$ cat config.mk
export PLATFORM = sky130hd
export DESIGN_NAME = count_ctrl
export DESIGN_NICKNAME = d
export VERILOG_FILES = /design/src/rtl/count_ctrl_pkg.sv /design/src/rtl/btn_debounce.sv /design/src/rtl/count_ctrl.sv
export SDC_FILE = /design/constraint.sdc
export NUM_CORES = 1
export LEC_CHECK = 0
export ABC_AREA = 1
export ABC_CLOCK_PERIOD_IN_PS = 1800
export CAP_MARGIN = 20
export CORE_ASPECT_RATIO = 0.75
export CORE_UTILIZATION = 25
export DETAILED_ROUTE_END_ITERATION = 8
export GPL_TIMING_DRIVEN = 0
export PLACE_DENSITY = 0.44
export RECOVER_POWER = 100
export SYNTH_ARGS = -nofsm -noshare
export SYNTH_HDL_FRONTEND = slang
export SYNTH_HIERARCHICAL = 1
export SYNTH_SLANG_ARGS = --single-unit
$ cat constraint.sdc
create_clock -name clk -period 1.8 [get_ports clk]
set_clock_uncertainty 0.05 [all_clocks]
set_input_delay 0.54 -clock clk [delete_from_list [all_inputs] [get_ports clk]]
set_output_delay 0.54 -clock clk [all_outputs]
set_load 0.01 [all_outputs]
$ cat src/rtl/count_ctrl_pkg.sv
// Shared types for the button-driven counter command sequencer.
// Holds the arbitration FSM states, the repeat direction and a sizing helper.
package count_ctrl_pkg;

  typedef enum logic [1:0] {
    IDLE     = 2'd0,
    HOLD_DLY = 2'd1,
    HOLD_RPT = 2'd2,
    LOCK     = 2'd3
  } state_e;

  typedef enum logic {
    UP = 1'b0,
    DN = 1'b1
  } dir_e;

  function automatic int unsigned max2(input int unsigned a, input int unsigned b);
    return (a > b) ? a : b;
  endfunction

endpackage

$ cat src/rtl/btn_debounce.sv
// One push-button front end: 2-flop synchroniser, debounce counter and
// registered-previous-level rising-edge detector.
module btn_debounce #(
  parameter int unsigned DEBOUNCE_CYCLES = 50000
) (
  input  logic clk,
  input  logic rst_n,
  input  logic raw,
  output logic level,
  output logic rise
);

  localparam int unsigned CW = $clog2(DEBOUNCE_CYCLES + 1);
  localparam logic [CW-1:0] CNT_LAST = CW'(DEBOUNCE_CYCLES);

  logic          meta_q;
  logic          sync_q;
  logic          level_q;
  logic          level_d;
  logic          prev_q;
  logic [CW-1:0] cnt_q;
  logic [CW-1:0] cnt_d;

  // The level flips only on a sample that still differs after it has already
  // differed for DEBOUNCE_CYCLES cycles in a row; any agreeing sample restarts.
  always_comb begin
    // NOTE: every signal written here gets a default first, so no latch is inferred.
    level_d = level_q;
    cnt_d   = cnt_q;
    if (sync_q == level_q) begin
      cnt_d = '0;
    end else if (cnt_q == CNT_LAST) begin
      level_d = ~level_q;
      cnt_d   = '0;
    end else begin
      cnt_d = cnt_q + CW'(1);
    end
  end

  always_ff @(posedge clk or negedge rst_n) begin
    if (!rst_n) begin
      meta_q  <= 1'b0;
      sync_q  <= 1'b0;
      level_q <= 1'b0;
      prev_q  <= 1'b0;
      cnt_q   <= '0;
    end else begin
      // NOTE: non-blocking assignments make every flop load its pre-edge inputs,
      // which is what turns meta_q/sync_q into a real two-stage synchroniser.
      meta_q  <= raw;
      sync_q  <= meta_q;
      level_q <= level_d;
      prev_q  <= level_q;
      cnt_q   <= cnt_d;
    end
  end

  assign level = level_q;
  assign rise  = level_q & ~prev_q;

endmodule

$ cat src/rtl/count_ctrl.sv
// Button command sequencer: debounces up/down/clear, arbitrates between them
// and issues registered single-cycle inc/dec/clr strobes with auto-repeat.
module count_ctrl
  import count_ctrl_pkg::*;
#(
  parameter int unsigned DEBOUNCE_CYCLES = 50000,
  parameter int unsigned REPEAT_DELAY    = 25000000,
  parameter int unsigned REPEAT_RATE     = 5000000
) (
  input  logic clk,
  input  logic rst_n,
  input  logic btn_up,
  input  logic btn_dn,
  input  logic btn_clr,
  output logic inc,
  output logic dec,
  output logic clr,
  output logic busy
);

  localparam int unsigned TIMER_MAX = max2(REPEAT_DELAY, REPEAT_RATE);
  localparam int unsigned TW        = $clog2(TIMER_MAX);
  localparam logic [TW-1:0] DLY_LAST = TW'(REPEAT_DELAY - 1);
  localparam logic [TW-1:0] RPT_LAST = TW'(REPEAT_RATE - 1);

  logic up_lvl, up_rise;
  logic dn_lvl, dn_rise;
  logic clr_lvl, clr_rise;

  btn_debounce #(.DEBOUNCE_CYCLES(DEBOUNCE_CYCLES)) u_up (
    .clk   (clk),
    .rst_n (rst_n),
    .raw   (btn_up),
    .level (up_lvl),
    .rise  (up_rise)
  );

  btn_debounce #(.DEBOUNCE_CYCLES(DEBOUNCE_CYCLES)) u_dn (
    .clk   (clk),
    .rst_n (rst_n),
    .raw   (btn_dn),
    .level (dn_lvl),
    .rise  (dn_rise)
  );

  btn_debounce #(.DEBOUNCE_CYCLES(DEBOUNCE_CYCLES)) u_clr (
    .clk   (clk),
    .rst_n (rst_n),
    .raw   (btn_clr),
    .level (clr_lvl),
    .rise  (clr_rise)
  );

  state_e        state_q, state_d;
  dir_e          dir_q, dir_d;
  logic [TW-1:0] timer_q, timer_d;
  logic          inc_q, inc_d;
  logic          dec_q, dec_d;
  logic          clr_q, clr_d;
  logic          busy_q;

  logic          act_lvl;
  logic          opp_lvl;
  logic [TW-1:0] timer_last;

  always_comb begin
    state_d    = state_q;
    dir_d      = dir_q;
    timer_d    = timer_q;
    inc_d      = 1'b0;
    dec_d      = 1'b0;
    clr_d      = 1'b0;
    act_lvl    = (dir_q == UP) ? up_lvl : dn_lvl;
    opp_lvl    = (dir_q == UP) ? dn_lvl : up_lvl;
    timer_last = (state_q == HOLD_DLY) ? DLY_LAST : RPT_LAST;

    unique case (state_q)
      IDLE: begin
        if (clr_rise) begin
          clr_d   = 1'b1;
          state_d = LOCK;
        end else if (up_rise && dn_rise) begin
          state_d = LOCK;
        end else if (up_rise && !dn_lvl) begin
          inc_d   = 1'b1;
          dir_d   = UP;
          timer_d = '0;
          state_d = HOLD_DLY;
        end else if (dn_rise && !up_lvl) begin
          dec_d   = 1'b1;
          dir_d   = DN;
          timer_d = '0;
          state_d = HOLD_DLY;
        end else if (up_rise || dn_rise) begin
          // A press while the other direction is already held is ambiguous.
          state_d = LOCK;
        end
      end

      HOLD_DLY, HOLD_RPT: begin
        // Release wins over clear, clear over the opposite button, and all
        // three over a repeat strobe falling due in the same cycle.
        if (!act_lvl) begin
          state_d = IDLE;
        end else if (clr_rise) begin
          clr_d   = 1'b1;
          state_d = LOCK;
        end else if (opp_lvl) begin
          state_d = LOCK;
        end else if (timer_q == timer_last) begin
          inc_d   = (dir_q == UP);
          dec_d   = (dir_q == DN);
          timer_d = '0;
          state_d = HOLD_RPT;
        end else begin
          timer_d = timer_q + TW'(1);
        end
      end

      LOCK: begin
        if (!up_lvl && !dn_lvl && !clr_lvl) begin
          state_d = IDLE;
        end
      end

      default: begin
        state_d = IDLE;
      end
    endcase
  end

  always_ff @(posedge clk or negedge rst_n) begin
    if (!rst_n) begin
      state_q <= IDLE;
      dir_q   <= UP;
      timer_q <= '0;
      inc_q   <= 1'b0;
      dec_q   <= 1'b0;
      clr_q   <= 1'b0;
      busy_q  <= 1'b0;
    end else begin
      state_q <= state_d;
      dir_q   <= dir_d;
      timer_q <= timer_d;
      inc_q   <= inc_d;
      dec_q   <= dec_d;
      clr_q   <= clr_d;
      busy_q  <= (state_d != IDLE);
    end
  end

  assign inc  = inc_q;
  assign dec  = dec_q;
  assign clr  = clr_q;
  assign busy = busy_q;

endmodule
==> results.yml <==
clock_tree:
  clk_latency_ns: 0.35
  cts_tree: "built"
  h-tree-depth: 3
  clock-root-buffer: "clkbuf_16"
  cts.sinks: 92
  clock_path_buffers: 2
  path_clk_slew_ns: 0.07
  cts_buffers: 9
sta:
  max_slew_margin_pct: 52.8
  finalWorstPathRequiredPeriod_ns: 1.79
  fin_ws_ns: 0.0121
  final-max-slew-violation-count: 0
  hold_viol: 0
  setup_viol: 0
  fin_setup_tns_ns: 0
  holdWs_ns: 0.179
  rsz0062_at_grt: "true"
  finalCritPeriodShare_pct: 99.3
  worstMarginPinSlew_ns: 0.708
  clock.fmax_ghz: 0.559
yosys:
  synth_top_area_share_pct: 40.2
  synth-xor-area-share_pct: 4.82
  syn_avg_cell_area_um2: 7.42
  yosys-top-cells-area: "dfrtp_1 (40%), nand2_1 (11%), nor2_1 (8.9%)"
  yosys.area_share.simple_pct: 38.9
  syn_area_um2: 5730
  synth_mux_area_share_pct: 0
  synth_top_family_by_area: "simple AND/OR/NAND/NOR gates"
  ys_types: 37
  ys_warn_count: 6
  syn-num-nets: 788
  syn_inst: 772
  ys_seq_area_share_pct: 40.2
  synth_compound_area_share_pct: 4.80
  yosys.area.top_type: "dfrtp_1"
  ys_ff_latch: 92
  synthAdderAreaFrac_pct: 2.40
setup_path:
  cp-start-kind: "flop"
  crit_type: "reg -> reg"
  crit_arrival_ns: 1.98
  crit_path_end_kind: "flop"
  critPathMaxFanout: 10
  critical_path_required_ns: 1.99
power_and_ir_drop:
  power_per_cell_area_nw_per_um2: 620
  vdd_drop_max_uv: 365
  leakage_nw: 3.24
detailed_routing:
  wirelength_um: 13900
  drt-vias-per-instance: 4.31
  drc: 0
  first_iter_violations: 241
  post_drt_wl_per_cell_um: 12.5
  ant_nets: 0
  first_pass_iters: 5
  num_vias: 4798
global_route:
  grt_antenna_before_repair: 1
  grt_first_pass_wirelength_um: 24000
  grt_pass1_vias: 4635
  grt_start_max_net_pins: 68
  grt_use_total_pct: 13.0
  gr-total-overflow: 0
placed_design:
  port_buffers: 8
  routabilityCongestion: 0.837
  pre_cts_ws_ns: -0.409
  dp_hpwl_um: 10300
floorplanning:
  core_um2: 22300
  dieArea_um2: 23500
  ios: 9
  fp.dieW_um: 177
  die_h_um: 133
  initial_utilization_pct: 25.7
  rows: 47
cells_and_area:
  final_cell_mix: "nand2_1 (173), nor2_1 (131), inv_1 (103)"
  drive_above_1_share_pct: 17.6
  layout_commonest_cell: "nand2_1"
  syn2layout_area_growth_pct: 18.2
  antennaDiodeCount: 0
  nets: 830
worst_hold_path:
  min_path_type: "in -> async"
run:
  cap_violations: 0
outcome:
  status: "finished, final reports clean"
## final timing paths
check                           depth (start not counted)             to          from  slack [ns]
worst max-delay path                                    9     timer_q[2]    timer_q[0]        0.01
worst min-delay path                                    1  u_up/cnt_q[4]         rst_n        0.18
min in group clk                                        0   u_clr/sync_q  u_clr/meta_q        0.30
worst max register to register                          9     timer_q[2]    timer_q[0]        0.01
max in group asynchronous                               2     u_dn/level         rst_n        0.42
worst min register to register                          0   u_clr/sync_q  u_clr/meta_q        0.30
## cell families (layout without fill, tap and decap cells)
group                      after synthesis  in the layout
and+or+nand+nor                        467            467
adders and majority gates               11             11
buffers and inverters                  126            173
AOI/OAI and AO/OA                       47             47
DFF                                     92             92
xor gates and xnor gates                29             29
## critical path, stage by stage, from the launching register on
cell and delay (ns):
dfrtp_1 0.40, ha_1 0.20, inv_2 0.07, nor2_8 0.14
nand3_1 0.14, nor2_4 0.18, nand2_4 0.10, a21oi_4 0.17
buf_12 0.16, nor3_1 0.06
## what timing repair did
action                                  4_1_cts  5_1_grt
resized for setup                            29       28
endpoints found under the setup margin       34       28
buffers inserted                             15        7
pin swaps                                     5       10
hold buffers                                  0        0
## through the flow
step	instance area (um2)	utilization, %	power (W)	std cells
detailed placement	6200	27.8	0.00231	1075
floorplan	5730	-	0.00222	772
CTS	6730	30.2	0.00431	1106
global route	6780	30.4	0.00440	1113
global placement	6180	27.7	0.00230	1074
finish	6780	30.4	0.00420	1113
## registers in the layout (all words and copies together) (netlist names), 2 cells and up
signal,count
state_q,2
u_up/cnt_q,16
u_dn/cnt_q,16
timer_q,25
u_clr/cnt_q,16
## cells in the mapped netlist
library cell and n:
buf_2 2, a31oi_1 4, nand2_4 3, xnor2_1 7, clkinv_2 1, nor2_1 136, xor2_1 19, buf_4 1
clkbuf_2 2, o21ai_1 5, nor3_4 3, nand2_2 10, inv_6 1, o21ai_0 12, nand2_1 175, nand3_4 4
buf_6 3, xor2_2 3, nor3_2 10, nor4_1 1, nand4_1 29, nand3_2 4, a21oi_1 20, nand3_1 53
dfrtp_1 92, o31ai_1 2, a21oi_4 1, buf_1 1, nor2_4 2, o21bai_2 3, nor2_2 19, nand3b_1 3
ha_1 11, inv_2 10, nor3_1 14, inv_1 105, nor2_8 1
## per-layer routing
metal / global-route usage [%] / vias to the layer above / wire length [um]
met2: 17.5 / 86 / 5450
li1: - / 2510 / -
met1: 20.1 / 2188 / 7680
met5: 0 / - / 0
met4: 3.26 / 0 / 194
met3: 3.25 / 14 / 584
## power by group
| part | internal [W] | switching [W] | leakage (nW) |
|---|---|---|---|
| sequential | 0.00209 | 0.0000274 | 1.26 |
| combinational | 0.0000336 | 0.0000919 | 1.84 |
| clock | 0.00111 | 0.000847 | 0.144 |
| total | 0.00324 | 0.000966 | 3.24 |
## area by class of cell
class / instances / area, um2
repair buffers: 31 / 275
clock inverters: 6 / 63.8
inverters: 117 / 443
clock buffers: 10 / 239
flip-flops and latches: 92 / 2310
well taps: 294 / 368
plain buffers: 9 / 83.8
multi-input cells: 554 / 3000
fillers: 2418 / 15500
No activity file was read; power rests on OpenSTA's default activity.
